==> src/rtl/gb_cpu_common_pkg.sv <==
`default_nettype none
// ============================================================================
// Module   : gb_cpu_common_pkg
// Purpose  : Shared control/schedule types and constants for the CPU core.
// Revision : 1.0  initial release
// ============================================================================
package gb_cpu_common_pkg;

  localparam int SCHED_DEPTH = 6;

  typedef enum logic [2:0] {
    ADDR_ZERO, ADDR_PC, ADDR_SP, ADDR_HL, ADDR_BC, ADDR_DE, ADDR_WZ, ADDR_HIGH_C
  } addr_sel_t;

  typedef enum logic [1:0] {IDU_NOP, IDU_INC, IDU_DEC} idu_op_t;

  typedef enum logic [3:0] {
    ALU_NOP, ALU_ADD, ALU_ADC, ALU_SUB, ALU_SBC, ALU_AND, ALU_XOR,
    ALU_OR, ALU_CP, ALU_INC, ALU_DEC, ALU_ROT, ALU_BIT
  } alu_op_t;

  typedef enum logic [1:0] {COND_NZ, COND_Z, COND_NC, COND_C} condition_code_t;

  typedef enum logic {S_BOOT, S_EXEC} seq_state_t;

  typedef struct packed {
    addr_sel_t       addr_sel;
    logic            bus_receive;
    logic            bus_drive;
    logic            ir_wren;
    idu_op_t         idu_op;
    logic            idu_to_pc;
    alu_op_t         alu_op;
    logic [3:0]      reg_wr_sel;
    logic            reg_wren;
    logic            flags_wren;
    logic            cc_check;
    condition_code_t cond;
    logic            enable_interrupts;
    logic            disable_interrupts;
  } control_signals_t;

  typedef struct packed {
    logic [2:0]                               m_cycles;
    control_signals_t [SCHED_DEPTH-1:0]       instruction_controls;
    logic                                     cb_prefix_next;
    logic                                     bit_cmd;
  } schedule_t;

  localparam control_signals_t CTRL_NOP = '{
    addr_sel: ADDR_ZERO, bus_receive: 1'b0, bus_drive: 1'b0, ir_wren: 1'b0,
    idu_op: IDU_NOP, idu_to_pc: 1'b0, alu_op: ALU_NOP, reg_wr_sel: 4'd0,
    reg_wren: 1'b0, flags_wren: 1'b0, cc_check: 1'b0, cond: COND_NZ,
    enable_interrupts: 1'b0, disable_interrupts: 1'b0
  };

  // Opcode fetch: PC on the address bus, data into IR, PC incremented by the IDU.
  localparam control_signals_t CTRL_FETCH = '{
    addr_sel: ADDR_PC, bus_receive: 1'b1, bus_drive: 1'b0, ir_wren: 1'b1,
    idu_op: IDU_INC, idu_to_pc: 1'b1, alu_op: ALU_NOP, reg_wr_sel: 4'd0,
    reg_wren: 1'b0, flags_wren: 1'b0, cc_check: 1'b0, cond: COND_NZ,
    enable_interrupts: 1'b0, disable_interrupts: 1'b0
  };

  // flags = {Z,N,H,C}
  function automatic logic checkCondition(input condition_code_t cc, input logic [3:0] flags);
    logic r;
    case (cc)
      COND_NZ: r = !flags[3];
      COND_Z:  r = flags[3];
      COND_NC: r = !flags[0];
      default: r = flags[0];
    endcase
    return r;
  endfunction

endpackage
`default_nettype wire

==> src/rtl/gb_cpu_ime_ctrl.sv <==
`default_nettype none
// ============================================================================
// Module   : gb_cpu_ime_ctrl
// Purpose  : Interrupt master enable with the one-instruction EI delay.
// Revision : 1.0  initial release
// ============================================================================
module gb_cpu_ime_ctrl (
  input  logic clk,
  input  logic rst_n,
  input  logic ei,
  input  logic di,
  input  logic instr_last,
  output logic ime
);

  logic r_ime;
  logic r_ei_pend;

  always_ff @(posedge clk or negedge rst_n) begin
    if (!rst_n) begin
      r_ime     <= 1'b0;
      r_ei_pend <= 1'b0;
    end else if (di) begin
      r_ime     <= 1'b0;
      r_ei_pend <= 1'b0;
    end else begin
      // A pending EI from an earlier instruction completes with this one.
      if (instr_last && r_ei_pend) r_ime <= 1'b1;
      if (ei)              r_ei_pend <= 1'b1;
      else if (instr_last) r_ei_pend <= 1'b0;
    end
  end

  assign ime = r_ime;

endmodule
`default_nettype wire

==> src/rtl/gb_cpu_sequencer.sv <==
`default_nettype none
// ============================================================================
// Module   : gb_cpu_sequencer
// Purpose  : M-cycle sequencer issuing one control word per cycle from the
//            decoder schedule. Optional stall input: GB_CPU_SEQ_STALL_EN.
// Revision : 1.0  initial release
// ============================================================================
module gb_cpu_sequencer
  import gb_cpu_common_pkg::*;
#(
  parameter int MAX_SLOTS = SCHED_DEPTH
) (
  input  logic             clk,
  input  logic             rst_n,
  input  schedule_t        schedule_i,
  input  logic [3:0]       flags_i,
  output control_signals_t ctrl_o,
  output logic             instr_start_o,
  output logic [2:0]       m_cycle_o,
  output logic             cb_mode_o,
  output logic             bit_cmd_o,
  output logic             ime_o
`ifdef GB_CPU_SEQ_STALL_EN
  ,
  input  logic             stall_i
`endif
);

  localparam logic [2:0] C_MAX_MCYC = 3'(MAX_SLOTS);

  function automatic logic [2:0] clamp_mcyc(input logic [2:0] raw);
    if (raw == 3'd0) return 3'd1;
    if (raw > C_MAX_MCYC) return C_MAX_MCYC;
    return raw;
  endfunction

  seq_state_t                       r_state, w_state_nxt;
  logic [2:0]                       r_idx, w_idx_nxt;
  control_signals_t [MAX_SLOTS-1:0] r_sched;
  logic [2:0]                       r_mcyc;
  logic                             r_bit_cmd, r_cb_next, r_cb_mode;
  logic                             w_stall, w_active, w_last, w_cc_false;
  logic                             w_cb_next, w_latch;
  logic [2:0]                       w_mcyc, w_last_idx;
  control_signals_t                 w_slot_ctrl;

`ifdef GB_CPU_SEQ_STALL_EN
  assign w_stall = stall_i;
`else
  assign w_stall = 1'b0;
`endif

  // Slot 0 runs straight off the decoder; later slots come from the latched copy.
  assign w_slot_ctrl = (r_idx == 3'd0) ? schedule_i.instruction_controls[0] : r_sched[r_idx];
  assign w_mcyc      = (r_idx == 3'd0) ? clamp_mcyc(schedule_i.m_cycles) : r_mcyc;
  assign w_cb_next   = (r_idx == 3'd0) ? schedule_i.cb_prefix_next : r_cb_next;
  assign w_last_idx  = w_mcyc - 3'd1;
  assign w_last      = (r_idx == w_last_idx);
  assign w_active    = (r_state == S_EXEC) && !w_stall;
  assign w_latch     = w_active && (r_idx == 3'd0);
  assign w_cc_false  = w_slot_ctrl.cc_check && !w_last
                       && !checkCondition(w_slot_ctrl.cond, flags_i);

  always_ff @(posedge clk or negedge rst_n) begin
    if (!rst_n) begin
      r_state <= S_BOOT;
      r_idx   <= 3'd0;
    end else begin
      r_state <= w_state_nxt;
      r_idx   <= w_idx_nxt;
    end
  end

  always_comb begin
    w_state_nxt   = r_state;
    w_idx_nxt     = r_idx;
    ctrl_o        = CTRL_NOP;
    instr_start_o = 1'b0;
    case (r_state)
      S_BOOT: begin
        ctrl_o      = CTRL_FETCH;
        w_state_nxt = S_EXEC;
        w_idx_nxt   = 3'd0;
      end
      S_EXEC: begin
        if (!w_stall) begin
          ctrl_o        = w_slot_ctrl;
          instr_start_o = (r_idx == 3'd0);
          if (w_last)          w_idx_nxt = 3'd0;
          else if (w_cc_false) w_idx_nxt = w_last_idx;
          else                 w_idx_nxt = r_idx + 3'd1;
        end
      end
      default: w_state_nxt = S_BOOT;
    endcase
    if (!rst_n) ctrl_o = CTRL_NOP;
  end

  always_ff @(posedge clk or negedge rst_n) begin
    if (!rst_n) begin
      r_sched   <= {MAX_SLOTS{CTRL_NOP}};
      r_mcyc    <= 3'd1;
      r_bit_cmd <= 1'b0;
      r_cb_next <= 1'b0;
      r_cb_mode <= 1'b0;
    end else begin
      if (w_latch) begin
        r_sched   <= schedule_i.instruction_controls;
        r_mcyc    <= clamp_mcyc(schedule_i.m_cycles);
        r_bit_cmd <= schedule_i.bit_cmd;
        r_cb_next <= schedule_i.cb_prefix_next;
      end
      // Prefix mode covers exactly the instruction after the one requesting it.
      if (w_active && w_last) r_cb_mode <= w_cb_next;
    end
  end

  gb_cpu_ime_ctrl u_ime (
    .clk        (clk),
    .rst_n      (rst_n),
    .ei         (w_active && w_slot_ctrl.enable_interrupts),
    .di         (w_active && w_slot_ctrl.disable_interrupts),
    .instr_last (w_active && w_last),
    .ime        (ime_o)
  );

  assign m_cycle_o = r_idx;
  assign cb_mode_o = r_cb_mode;
  assign bit_cmd_o = r_bit_cmd;

endmodule
`default_nettype wire

==> config.mk <==
export PLATFORM = sky130hd
export DESIGN_NAME = gb_cpu_sequencer
export DESIGN_NICKNAME = d
export VERILOG_FILES = /design/src/rtl/gb_cpu_common_pkg.sv /design/src/rtl/gb_cpu_ime_ctrl.sv /design/src/rtl/gb_cpu_sequencer.sv
export SDC_FILE = /design/constraint.sdc
export NUM_CORES = 1
export LEC_CHECK = 0
export CAP_MARGIN = 20
export CORE_MARGIN = 3
export CORE_UTILIZATION = 44
export CTS_BUF_LIST = sky130_fd_sc_hd__clkbuf_8
export DETAILED_ROUTE_END_ITERATION = 6
export HOLD_SLACK_MARGIN = 0.06
export PLACE_DENSITY = 0.73
export REMOVE_ABC_BUFFERS = 1
export SYNTH_ARGS = -nofsm -noshare
export SYNTH_HDL_FRONTEND = slang
export SYNTH_SLANG_ARGS = --single-unit
export TNS_END_PERCENT = 1
==> constraint.sdc <==
create_clock -name clk -period 4.1 [get_ports clk]
set_input_delay 0.82 -clock clk [delete_from_list [all_inputs] [get_ports clk]]
set_output_delay 0.82 -clock clk [all_outputs]
set_load 0.01 [all_outputs]
# Yosys cells after proc, flatten, opt, wreduce, memory -nomap -nowiden
# Index checks and enable logic that the tools add are counted.
word_totals:
  regBits: 156
  inputBits: 155
  out_inout_bits: 31
  wordCells: 145
classes:
  addsub: 2
  magnitude_cmp: 2
  n_eq_ne: 3
  mux: 29
  bitwise: 1
  reduce_logical: 16
op_table:
  columns: ["op", "count"]
  rows:
  - ["binary-select mux 24 bit (select 3 bit)", 1]
  - ["2-to-1 mux 24 bit", 3]
  - ["case mux 24 bit (2 select lines)", 1]
  - ["2-to-1 mux 3 bit", 9]
  - ["2-to-1 mux 1 bit", 13]
  - ["logical AND 1 bit", 7]
  - ["logical NOT 3 bit", 2]
  - ["case mux 3 bit (2 select lines)", 1]
  - ["logical NOT 1 bit", 4]
  - ["less-than comparator 3 x 4 -> 1 bit (second input constant)", 1]
  - ["adder 3 x 1 -> 3 bit (second input constant)", 1]
  - ["== test 3 bit", 1]
  - ["greater-than comparator 3 bit (second input constant)", 1]
  - ["case mux 1 bit (3 select lines)", 1]
  - ["nonzero test 3 bit", 1]
  - ["subtractor 3 x 1 -> 3 bit (second input constant)", 1]
  - ["== test 2 x 1 -> 1 bit (second input constant)", 1]
  - ["== test 2 bit (second input constant)", 1]
  - ["logical NOT 2 bit", 1]
  - ["nonzero test 2 bit", 1]
  - ["inverter 1 bit", 1]

# Logic depth before layout (Yosys ltp)
# Gate-level depths: netlist of run 1.
logic_depth:
  ltp_word: 14
  ltp_mapped: 14
  ltp_nobuf: 10

# By module
# Synthesis of run 1 repeated with hierarchy kept, for this count alone.
unflattened:
  cells_unflattened: 870
  hier_area_um2: 7554.7
modules_own_cells:
  columns: ["mod", "instances", "cells_per_inst", "area_per_inst_um2"]
  rows:
  - ["gb_cpu_sequencer", 1, 863, 7477.2]
  - ["gb_cpu_ime_ctrl", 1, 7, 77.6]

# Worst setup path after synthesis of run 1
# OpenSTA, ideal clock, no wires.
synth_path:
  path_kind: "register to register"
  start: "reg r_idx[0] (netlist: m_cycle_o[0])"
  end: "reg r_idx[0] (netlist: m_cycle_o[0])"
  setup_time_ps: 125
  t_arrival_ps: 3026
  path_slack_ps: 949
  stages_incl_launch_ff: 15
  path_buffers: 4
  path_cell_list: "dfrtp_1 -> buf_4 -> buf_2 -> inv_1 -> ha_1 -> buf_6 -> nand2b_1 -> buf_4 -> nand2_1 -> and2_1 -> ha_1 -> xnor2_1 -> nor4_4 -> and4bb_4 -> mux2_4"
synth_between:
  elab_chain_cells: 10
  word_cells_on_any_way: 19
  classes_between: "add/sub: 2; eq/ne: 3; mux: 8; reduce/logical: 6"
synth_lines:
  columns: ["element", "line", "text"]
  rows:
  - ["from (decl)", "gb_cpu_sequencer.sv:38", "logic [2:0] r_idx, w_idx_nxt;"]
  - ["from (signal assigned)", "gb_cpu_sequencer.sv:70", "r_idx <= w_idx_nxt;"]
  - ["binary-select mux 24 bit (select 3 bit) / logical NOT 3 bit (equally long branches)", "gb_cpu_sequencer.sv:54, gb_cpu_sequencer.sv:55", null]
  - ["2-to-1 mux 24 bit (not written as such) / 2-to-1 mux 3 bit (equally long branches)", "gb_cpu_sequencer.sv:54, gb_cpu_sequencer.sv:55", null]
  - ["2-to-1 mux 24 bit / subtractor 3 x 1 -> 3 bit (equally long branches)", "gb_cpu_sequencer.sv:54, gb_cpu_sequencer.sv:57", null]
  - ["== test 2 bit, or another cell as far along", "gb_cpu_common_pkg.sv:68", "case (cc)"]
  - ["case mux 1 bit (3 select lines) / logical NOT 1 bit (equally long branches)", "gb_cpu_common_pkg.sv:68, gb_cpu_sequencer.sv:61", null]
  - ["logical NOT 1 bit / logical AND 1 bit (equally long branches)", "gb_cpu_sequencer.sv:62, gb_cpu_sequencer.sv:61", null]
  - ["logical AND 1 bit", "gb_cpu_sequencer.sv:62", "&& !checkCondition(w_slot_ctrl.cond, flags_i);"]
  - ["2-to-1 mux 3 bit", "gb_cpu_sequencer.sv:90", "else if (w_cc_false) w_idx_nxt = w_last_idx;"]
  - ["2-to-1 mux 3 bit (*)", "gb_cpu_sequencer.sv:89", "if (w_last) w_idx_nxt = 3'd0;"]
  - ["case mux 3 bit (2 select lines) (*)", "gb_cpu_sequencer.sv:79", "case (r_state)"]
  - ["via w_idx_nxt[0]", "gb_cpu_sequencer.sv:38", null]
# Mark *: on every way through the listed nets, which the timed path passes. The rest lies on a longest branch. The select of a mux whose other input is x is not followed.
# A chain may end at the register's enable or synchronous reset.

==> key figures, run 1 <==
Status
  • Status: finished clean

Synthesis
  • Post-synthesis sequential area ratio: 52.1%
  • Post-Synth Simple-Gate Area: 26.5%
  • Mapped Area: 0.00750 sq mm
  • Synth Flop Type: dfrtp_1
  • Async S/R FF share, synth: 100%
  • Cells after Synth: 858
  • Largest family of logic cells by synthesized area: simple AND/OR/NAND/NOR gates
  • Syn Area/Cell: 8.74 sq um
  • Mux contribution to synthesized area: 12.0%
  • Compound-Gate Fraction of Synth Area: 5.07%
  • EDFF count, synth: 0
  • XOR/XNOR share of the synthesized area: 0.467%
  • Synth warnings: 0
  • Seq cells post-synth: 156
  • Yosys cell types: 44
  • Post-synthesis adder-cell area fraction: 0.500%

Global route
  • Largest net degree at the start of global routing: 156
  • Total gr overflow: 0
  • First-pass GRT wire length: 30,500 um
  • Vias in the first global route: 6,011
  • Initial antenna violation count: 1
  • Gr usage total: 21.0%

Power and ir drop
  • Overall Power: 6.85 mW
  • Leak Pwr: 4.85 nW
  • PD cells: 683 mW/mm^2
  • Worst vdd ir: 0.453 mV

Critical path
  • R2R Setup Slk: 970 ps
  • CP Launch Type: register
  • Worst Reg2Reg Path Length in Cells: 11
  • Crit Path Class: register to primary output
  • Data required, critical path: 3280 ps
  • Worst setup EP type: primary output
  • R2R Path Start: m_cycle_o[0]
  • CP arrival: 3020 ps
  • Critical path fanouts, max: 24
  • Reg2reg end: m_cycle_o[2]

Clock network
  • Worst-path clk slew: 80 ps
  • H-tree depth: 4
  • Post_cts resized: 0
  • Hold buffer count at CTS: 0
  • CTS tree: done
  • Num Clock Sinks: 156
  • Post-CTS Repair Setup Buffers: 0
  • CTS buffer count: 17
  • Max clock buf depth: 2
  • Clock latency on the worst-skew pair: 440 ps
  • Clock Tree Root: clkbuf_8

Placement
  • Dpl ws: 595 ps
  • Port Buffers: 183
  • Placed wire-length estimate: 12,700 um
  • Placed cell area: 0.00961 sq mm
  • Placer Congestion: 0.809

Finish
  • Commonest non-fill, non-tap cell in the layout: nand2_1
  • Multi-input gate area in the final layout: 0.00335 sq mm
  • Area growth, synth to finish: 33.7%
  • Post-route cell area: 0.0100 sq mm
  • Fraction of layout cells with a size suffix above 1: 8.92%
  • Fillers: 1,461
  • Nets@finish: 1,188
  • Fin util: 60.3%
  • Commonest cells after routing, fill and taps aside: nand2_1 (476), clkdlybuf4s50_1 (182), dfrtp_1 (153)
  • Sequential Area: 0.00391 sq mm
  • ANT cells: 0

Detailed routing
  • Routed WL per cell: 15.2 um
  • Drt drc: 0
  • Number of routed nets with antenna violations: 0
  • DRT Pass-1 Iters: 6
  • DR vias: 6,270
  • Drt total wl: 19,200 um
  • Vias per inst: 4.96
  • 1st-iter DRT viols: 293

STA
  • Setup repair after global routing missed its margin: false
  • Slew Limit Headroom: 54.9%
  • Max Slew Vio Count: 0
  • Measured slew at the worst slew-check pin: 675 ps
  • Clk_skew: 14.9 ps
  • Clock period minus worst slack: 3840 ps
  • Final worst path period share: 93.6%
  • Worst hold margin: 279 ps
  • Finish-stage setup viols: 0
  • Setup ws final: 264 ps
  • Final hold violation count: 0
  • Fmax: 261 MHz

Die
  • Core area: 0.0166 sq mm
  • Die area: 0.0187 sq mm
  • Rows: 47
  • Die X: 137 um
  • Starting Density: 45.1%
  • # IOs: 186
  • Die Height: 137 um

Worst hold path
  • Hold Crit Class: primary input to asynchronous set/reset pin

Job
  • Number of max-cap violations: 0
==> flip-flops by register name, summed over array words and instances, names as in the netlist <==
name	count
bit_cmd_o	1
cb_mode_o	1
m_cycle_o	3
r_cb_next	1
r_mcyc	3
r_sched	144
r_state	1
u_ime.ime	1
u_ime.r_ei_pend	1
==> critical path: stages, from the launching register on <==
cell and delay (ps):
dfrtp_4 490, inv_1 90, ha_1 200, nor2b_1 360
nand2_4 110, inv_4 250, buf_4 280, nand2_1 100
a21oi_1 130, clkdlybuf4s50_1 570
==> layer usage <==
layer	wire (um)	GRT usage [%]	vias up
met5	20	0	-
met4	94	4.70	2
met3	1160	5.63	10
met2	9290	33.2	154
met1	8650	29.1	3015
li1	-	-	3089
==> power breakdown <==
group	total, mW	internal (mW)	switching (mW)
Combinational	2.97	1.42	1.55
Clock	1.21	0.647	0.565
Sequential	2.67	2.29	0.384
==> through the flow <==
step,TNS [ps],cells
after global routing,0,1263
after floorplan,-832230,807
after CTS,0,1263
final,0,1263
after detailed placement,0,1231
after global placement,0,1231
==> kinds of logic after synthesis <==
logic type      count (synthesis)
mux                            59
buf+inv                        59
flops                         156
other cells                     1
compound gates                 65
xor+xnor                        4
simple gates                  511
fa+ha+maj                       3
==> final cells by class <==
type                            count  share of cell area (%)
Multi-Input combinational cell    643                    33.4
Tap cell                          220                    2.74
Timing Repair Buffer              204                    20.3
Clock buffer                       20                    2.74
Inverter                            8                   0.324
Sequential cell                   156                    39.0
Clock inverter                     12                    1.45
==> synth_stat cells, drive strengths merged, types with 2 or more instances <==
master / count / share of area, %
a21oi: 21 / 1.4
and2: 2 / 0.17
and3: 2 / 0.17
buf: 11 / 0.97
clkbuf: 40 / 2.0
clkinv: 2 / 0.10
dfrtp: 155 / 52
ha: 3 / 0.50
inv: 6 / 0.30
mux2: 5 / 0.95
mux2i: 31 / 4.1
mux4: 23 / 6.9
nand2: 477 / 24
nand2b: 4 / 0.33
nor2: 15 / 0.75
nor2b: 4 / 0.33
nor3: 2 / 0.13
o21ai: 28 / 1.9
o22ai: 5 / 0.42
xnor2: 3 / 0.35
==> how the worst max path moves through the flow <==
stage                   end            start  cells past startpoint
6_report         ctrl_o[22]     m_cycle_o[0]                      9
5_1_grt          ctrl_o[22]     m_cycle_o[0]                      9
4_1_cts          ctrl_o[22]     m_cycle_o[0]                      9
3_5_place_dp   m_cycle_o[1]  schedule_i[147]                      9
3_3_place_gp   m_cycle_o[2]  schedule_i[147]                      9
2_1_floorplan    ctrl_o[10]     m_cycle_o[0]                      7
No activity file was read; power rests on OpenSTA's default activity.
==> run 2, diff against run 1 <==
Settings changed: REMOVE_ABC_BUFFERS 1 to not set.
==> run 2 against run 1 <==
Final area decreased by 0.91%; flip-flop and latch count unchanged; fmax decreased by 1.5%; register-to-register slack got worse by 180 ps; core utilization decreased by 0.55 points; global-route usage increased by 1.4 points; critical path depth decreased by 1; combinational power increased by 2%; final cell count decreased by 0.40%; worst hold slack got worse by 55 ps; largest cell class unchanged.
==> key figures, run 2 (synthesized netlist as in run 1, its figures left out) <==
Status
  • Status: finished clean

STA
  • Measured slew at the worst slew-check pin: 876 ps
  • Clock period minus worst slack: 3890 ps
  • Finish-stage setup viols: 0
  • Clk_skew: 10.6 ps
  • Final hold violation count: 0
  • Fmax: 257 MHz
  • Setup TNS Final: 0 ps
  • Final worst path period share: 95.0%
  • Worst hold margin: 224 ps
  • Slew Limit Headroom: 41.6%
  • Max Slew Vio Count: 0
  • Setup ws final: 206 ps
  • Setup repair after global routing missed its margin: false

Finish
  • Commonest non-fill, non-tap cell in the layout: nand2_1
  • ANT cells: 0
  • Post-route cell area: 0.00994 sq mm
  • Nets@finish: 1,184
  • Fraction of layout cells with a size suffix above 1: 8.29%
  • Top reg by flops: r_sched
  • Commonest cells after routing, fill and taps aside: nand2_1 (476), clkdlybuf4s50_1 (182), dfrtp_1 (154)
  • Max FFs per register: 144
  • Fin util: 59.7%
  • Area growth, synth to finish: 32.5%

Clock network
  • H-tree depth: 4
  • Num Clock Sinks: 156
  • Max clock buf depth: 2
  • Worst-path clk slew: 80 ps
  • CTS tree: done
  • Clock latency on the worst-skew pair: 450 ps
  • Hold buffer count at CTS: 0
  • Clock Tree Root: clkbuf_8
  • Post-CTS Repair Setup Buffers: 0
  • CTS buffer count: 17
  • Post_cts resized: 0

Placement
  • Dpl ws: 593 ps
  • Port Buffers: 183
  • Placed cell area: 0.00954 sq mm
  • Placer Congestion: 0.815
  • Placed wire-length estimate: 13,900 um

Power and ir drop
  • Combinational power share: 44.1%
  • Worst vdd ir: 0.321 mV
  • Clock group share of total power: 17.0%
  • Leak Pwr: 4.82 nW
  • Switching part of the total: 37.6%
  • PD cells: 689 mW/mm^2
  • Seq pwr share: 38.9%
  • Switching pwr: 2.57 mW
  • Int Power: 4.28 mW

Critical path
  • Worst setup EP type: primary output
  • Crit Path Class: register to primary output
  • CP delay by family, top: buffers and inverters
  • Reg2reg end: m_cycle_o[2]
  • Crit path largest cell delay: 570 ps
  • Critical path fanouts, max: 52
  • Worst Reg2Reg Path Length in Cells: 11
  • CP Cell Sequence: inv_1 > ha_1 > nor2b_1 > nand2_4 > inv_6 > nand2_1 > a21oi_1 > clkdlybuf4s50_1
  • CP Launch Type: register
  • Slowest cell on crit path: clkdlybuf4s50_1
  • R2R Setup Slk: 790 ps
  • Worst Path Buf+Inv: 3
  • CP arrival: 3070 ps
  • R2R Path Start: m_cycle_o[0]
  • Data required, critical path: 3280 ps

Global route
  • Vias in the first global route: 6,096
  • Initial antenna violation count: 1
  • Gr usage total: 22.3%
  • First-pass GRT wire length: 31,900 um
  • Largest net degree at the start of global routing: 87
  • Total gr overflow: 0

Detailed routing
  • Vias per inst: 4.93
  • Number of routed nets with antenna violations: 0
  • DRT Pass-1 Iters: 5
  • DR vias: 6,202
  • 1st-iter DRT viols: 325
  • Drt total wl: 20,200 um
  • Routed WL per cell: 16.0 um
  • Drt drc: 0

Die
  • Die area: 0.0187 sq mm
  • Starting Density: 45.1%
  • Core area: 0.0166 sq mm
  • Die Height: 137 um
  • # IOs: 186
  • Die X: 137 um
  • Rows: 47

Job
  • Number of max-cap violations: 0

Synthesis
  • Net Count, Synth: 1,016

Worst hold path
  • Hold Crit Class: primary input to asynchronous set/reset pin
-- run 2: worst reg2reg max path: stages, from the launching register on --
cell,delay (ps)
dfrtp_4,500
inv_1,100
ha_1,190
buf_4,200
nand2b_1,280
a211o_1,350
and2_1,170
ha_1,300
xnor2_1,350
nor4_4,100
and4bb_4,370
mux2_4,300
-- run 2: how the worst max path moves through the flow --
stage                               start            to  slack (ps)  cells past startpoint
after floorplan              m_cycle_o[0]  m_cycle_o[0]         950                     14
after global placement       m_cycle_o[0]    ctrl_o[11]         620                      8
after detailed placement  schedule_i[147]  m_cycle_o[1]         590                      9
after CTS                    m_cycle_o[0]     ctrl_o[9]          90                      8
after global routing         m_cycle_o[0]     ctrl_o[9]          10                      8
final                        m_cycle_o[0]     ctrl_o[9]         210                      8
-- run 2: power groups by stage --
stage | Clock [mW] | Sequential [mW] | Combinational [mW]
6_report | 1.16 | 2.67 | 3.02
5_1_grt | 1.25 | 2.76 | 3.38
4_1_cts | 1.19 | 2.66 | 3.04
3_5_place_dp | 0 | 2.69 | 3.02
3_3_place_gp | 0 | 2.66 | 2.97
2_1_floorplan | 0 | 2.58 | 2.15
-- run 2: layer usage --
layer | wire (um) | GRT usage, % | share of wire [%] | vias to the layer above
met2 | 9210 | 34.2 | 46 | 179
li1 | - | - | - | 3084
met3 | 1250 | 4.82 | 6.2 | 20
met5 | 13 | 0 | 0.064 | -
met4 | 311 | 7.00 | 1.5 | 2
met1 | 9370 | 32.0 | 47 | 2917
-- run 2: stage by stage --
step / instances / total power, mW
global placement: 1227 / 5.63
floorplan: 858 / 4.74
global route: 1258 / 7.38
finish: 1258 / 6.85
detailed placement: 1227 / 5.71
CTS: 1258 / 6.90
-- run 2: final cells by class --
type / count / area, sq um
Fill cell: 1465 / 6700
Clock inverter: 9 / 95.1
Sequential cell: 156 / 3910
Timing Repair Buffer: 200 / 1970
Inverter: 8 / 35.0
Multi-Input combinational cell: 643 / 3350
Tap cell: 220 / 275
Clock buffer: 22 / 303
==> run 3, diff against run 2 <==
==> constraint.sdc (replaced) <==
create_clock -name clk -period 4.1 [get_ports clk]
set_input_delay 1.23 -clock clk [delete_from_list [all_inputs] [get_ports clk]]
set_output_delay 1.23 -clock clk [all_outputs]
set_load 0.01 [all_outputs]
==> run 3 against run 2 <==
Global-route usage rose by 0.45 points; clock power hardly changed; via count is 1.5% higher; critical path depth is 2 lower; worst setup slack got worse by 170 ps; critical path type unchanged; final cell count increased by 0.64%; highest routed layer unchanged; register-to-register slack gained 70 ps.
==> key figures, run 3 (synthesized netlist as in run 1, its figures left out) <==
Detailed routing
  • DR vias: 6,292
  • Routed WL per cell: 16.1 um
  • DRT Pass-1 Iters: 6
  • Drt drc: 0
  • 1st-iter DRT viols: 354
  • Vias per inst: 4.97
  • Drt total wl: 20,400 um
  • Number of routed nets with antenna violations: 0

STA
  • Slew Limit Headroom: 39.5%
  • Fmax: 246 MHz
  • Worst hold margin: 476 ps
  • Final worst path period share: 99.1%
  • Setup repair after global routing missed its margin: true
  • Clock period minus worst slack: 4060 ps
  • Measured slew at the worst slew-check pin: 908 ps
  • Final hold violation count: 0
  • Clk_skew: 11.8 ps
  • Max Slew Vio Count: 0
  • Finish-stage setup viols: 0

Die
  • Starting Density: 45.1%
  • Die area: 0.0187 sq mm
  • Core area: 0.0166 sq mm
  • # IOs: 186
  • Rows: 47
  • Die Height: 137 um
  • Die X: 137 um

Worst hold path
  • Worst hold path startpoint: r_sched[102]
  • Hold depth: 2
  • Hold Crit Class: register to register
  • Hold-critical path endpoint: r_sched[102]

Power and ir drop
  • Seq pwr share: 38.8%
  • Clock group share of total power: 16.4%
  • PD cells: 690 mW/mm^2
  • Switching pwr: 2.62 mW
  • Leak Pwr: 4.86 nW
  • Worst vdd ir: 0.340 mV
  • Int Power: 4.29 mW
  • Switching part of the total: 37.9%
  • Combinational power share: 44.8%

Placement
  • Placer Congestion: 0.786
  • Port Buffers: 183
  • Placed cell area: 0.00959 sq mm
  • Placed wire-length estimate: 14,200 um

Critical path
  • CP Cell Sequence: buf_16 > mux4_2 > mux2i_2 > o22ai_1 > and3_1 > clkdlybuf4s50_1
  • Worst Path Buf+Inv: 2
  • R2R Path Start: m_cycle_o[0]
  • Reg2reg end: m_cycle_o[1]
  • Data required, critical path: 2870 ps
  • Crit Path Class: register to primary output
  • Crit path largest cell delay: 570 ps
  • CP Launch Type: register
  • Slowest cell on crit path: mux4_2
  • CP delay by family, top: buffers and inverters
  • R2R Setup Slk: 860 ps
  • Crit path from: m_cycle_o[0]
  • CP arrival: 2830 ps
  • Worst setup EP type: primary output
  • Critical path fanouts, max: 52
  • Worst Reg2Reg Path Length in Cells: 12

Clock network
  • Worst-path clk slew: 80 ps
  • Max clock buf depth: 2
  • Clock Tree Root: clkbuf_8
  • CTS buffer count: 17
  • Clock latency on the worst-skew pair: 450 ps
  • CTS tree: done
  • Num Clock Sinks: 156
  • Hold buffer count at CTS: 0
  • H-tree depth: 4

Finish
  • Commonest cells after routing, fill and taps aside: nand2_1 (476), clkdlybuf4s50_1 (181), dfrtp_1 (153)
  • Fraction of layout cells with a size suffix above 1: 9.18%
  • ANT cells: 0
  • Nets@finish: 1,191
  • Max FFs per register: 144
  • Commonest non-fill, non-tap cell in the layout: nand2_1
  • Post-route cell area: 0.0100 sq mm
  • Fillers: 1,422
  • Top reg by flops: r_sched
  • Area growth, synth to finish: 33.5%

Status
  • Status: finished clean

Job
  • Number of max-cap violations: 0

Global route
  • Vias in the first global route: 6,346
  • Largest net degree at the start of global routing: 89
  • Initial antenna violation count: 1
  • Gr usage total: 22.8%
  • Total gr overflow: 0
  • First-pass GRT wire length: 32,600 um

Synthesis
  • Net Count, Synth: 1,016
run 3: power groups by stage:
stage	Combinational, mW	Sequential (mW)	Clock, mW
final	3.10	2.68	1.13
after global routing	3.47	2.76	1.22
after CTS	3.11	2.68	1.16
after detailed placement	3.09	2.70	0
after global placement	3.02	2.66	0
after floorplan	2.15	2.58	0
run 3: worst max-delay path by stage:
stage | end | cells past startpoint
detailed placement | ctrl_o[4] | 5
finish | ctrl_o[0] | 6
global route | ctrl_o[0] | 6
global placement | ctrl_o[4] | 5
floorplan | ctrl_o[21] | 11
CTS | ctrl_o[0] | 6
run 3: layer usage:
| metal | track usage, % | part of all wire (%) | vias to the layer above |
|---|---|---|---|
| met5 | 0 | 0.064 | - |
| met4 | 5.43 | 1.3 | 2 |
| met3 | 5.66 | 6.7 | 19 |
| met2 | 36.3 | 48 | 173 |
| met1 | 31.7 | 44 | 3007 |
| li1 | - | - | 3091 |
run 3: worst register-to-register path: cells and delay by family (launching register included):
kind / cells / cell delay (ps)
simple gates: 4 / 730
flops: 1 / 510
fa+ha+maj: 2 / 490
compound gates: 1 / 260
xor+xnor: 1 / 350
buf+inv: 3 / 490
mux: 1 / 300
run 3: timing repair:
| action | CTS | global route |
|---|---|---|
| buffers inserted | 0 | 0 |
| pin swaps | 0 | 0 |
| resized for setup | 2 | 8 |
| setup endpoints to repair | 3 | 22 |
run 3: cell type report:
| type | count | area [sq um] | share of cell area, % |
|---|---|---|---|
| well taps | 220 | 275 | 2.75 |
| clock buffers | 19 | 262 | 2.61 |
| clock inverters | 13 | 126 | 1.26 |
| repair buffers | 207 | 2040 | 20.4 |
| flip-flops and latches | 156 | 3910 | 39.0 |
| multi-input cells | 643 | 3360 | 33.6 |
| inverters | 8 | 35.0 | 0.350 |
run 3: through the flow:
stage	std cells	util (%)	setup TNS (ps)	worst slack (ps)	power, mW
2_1_floorplan	858	-	0	585	4.74
3_3_place_gp	1234	57.6	0	74.7	5.67
3_5_place_dp	1234	57.6	0	24.9	5.78
4_1_cts	1266	60.0	0	5.08	6.95
5_1_grt	1266	60.2	-73.1	-73.1	7.46
6_report	1266	60.2	0	35.4	6.91
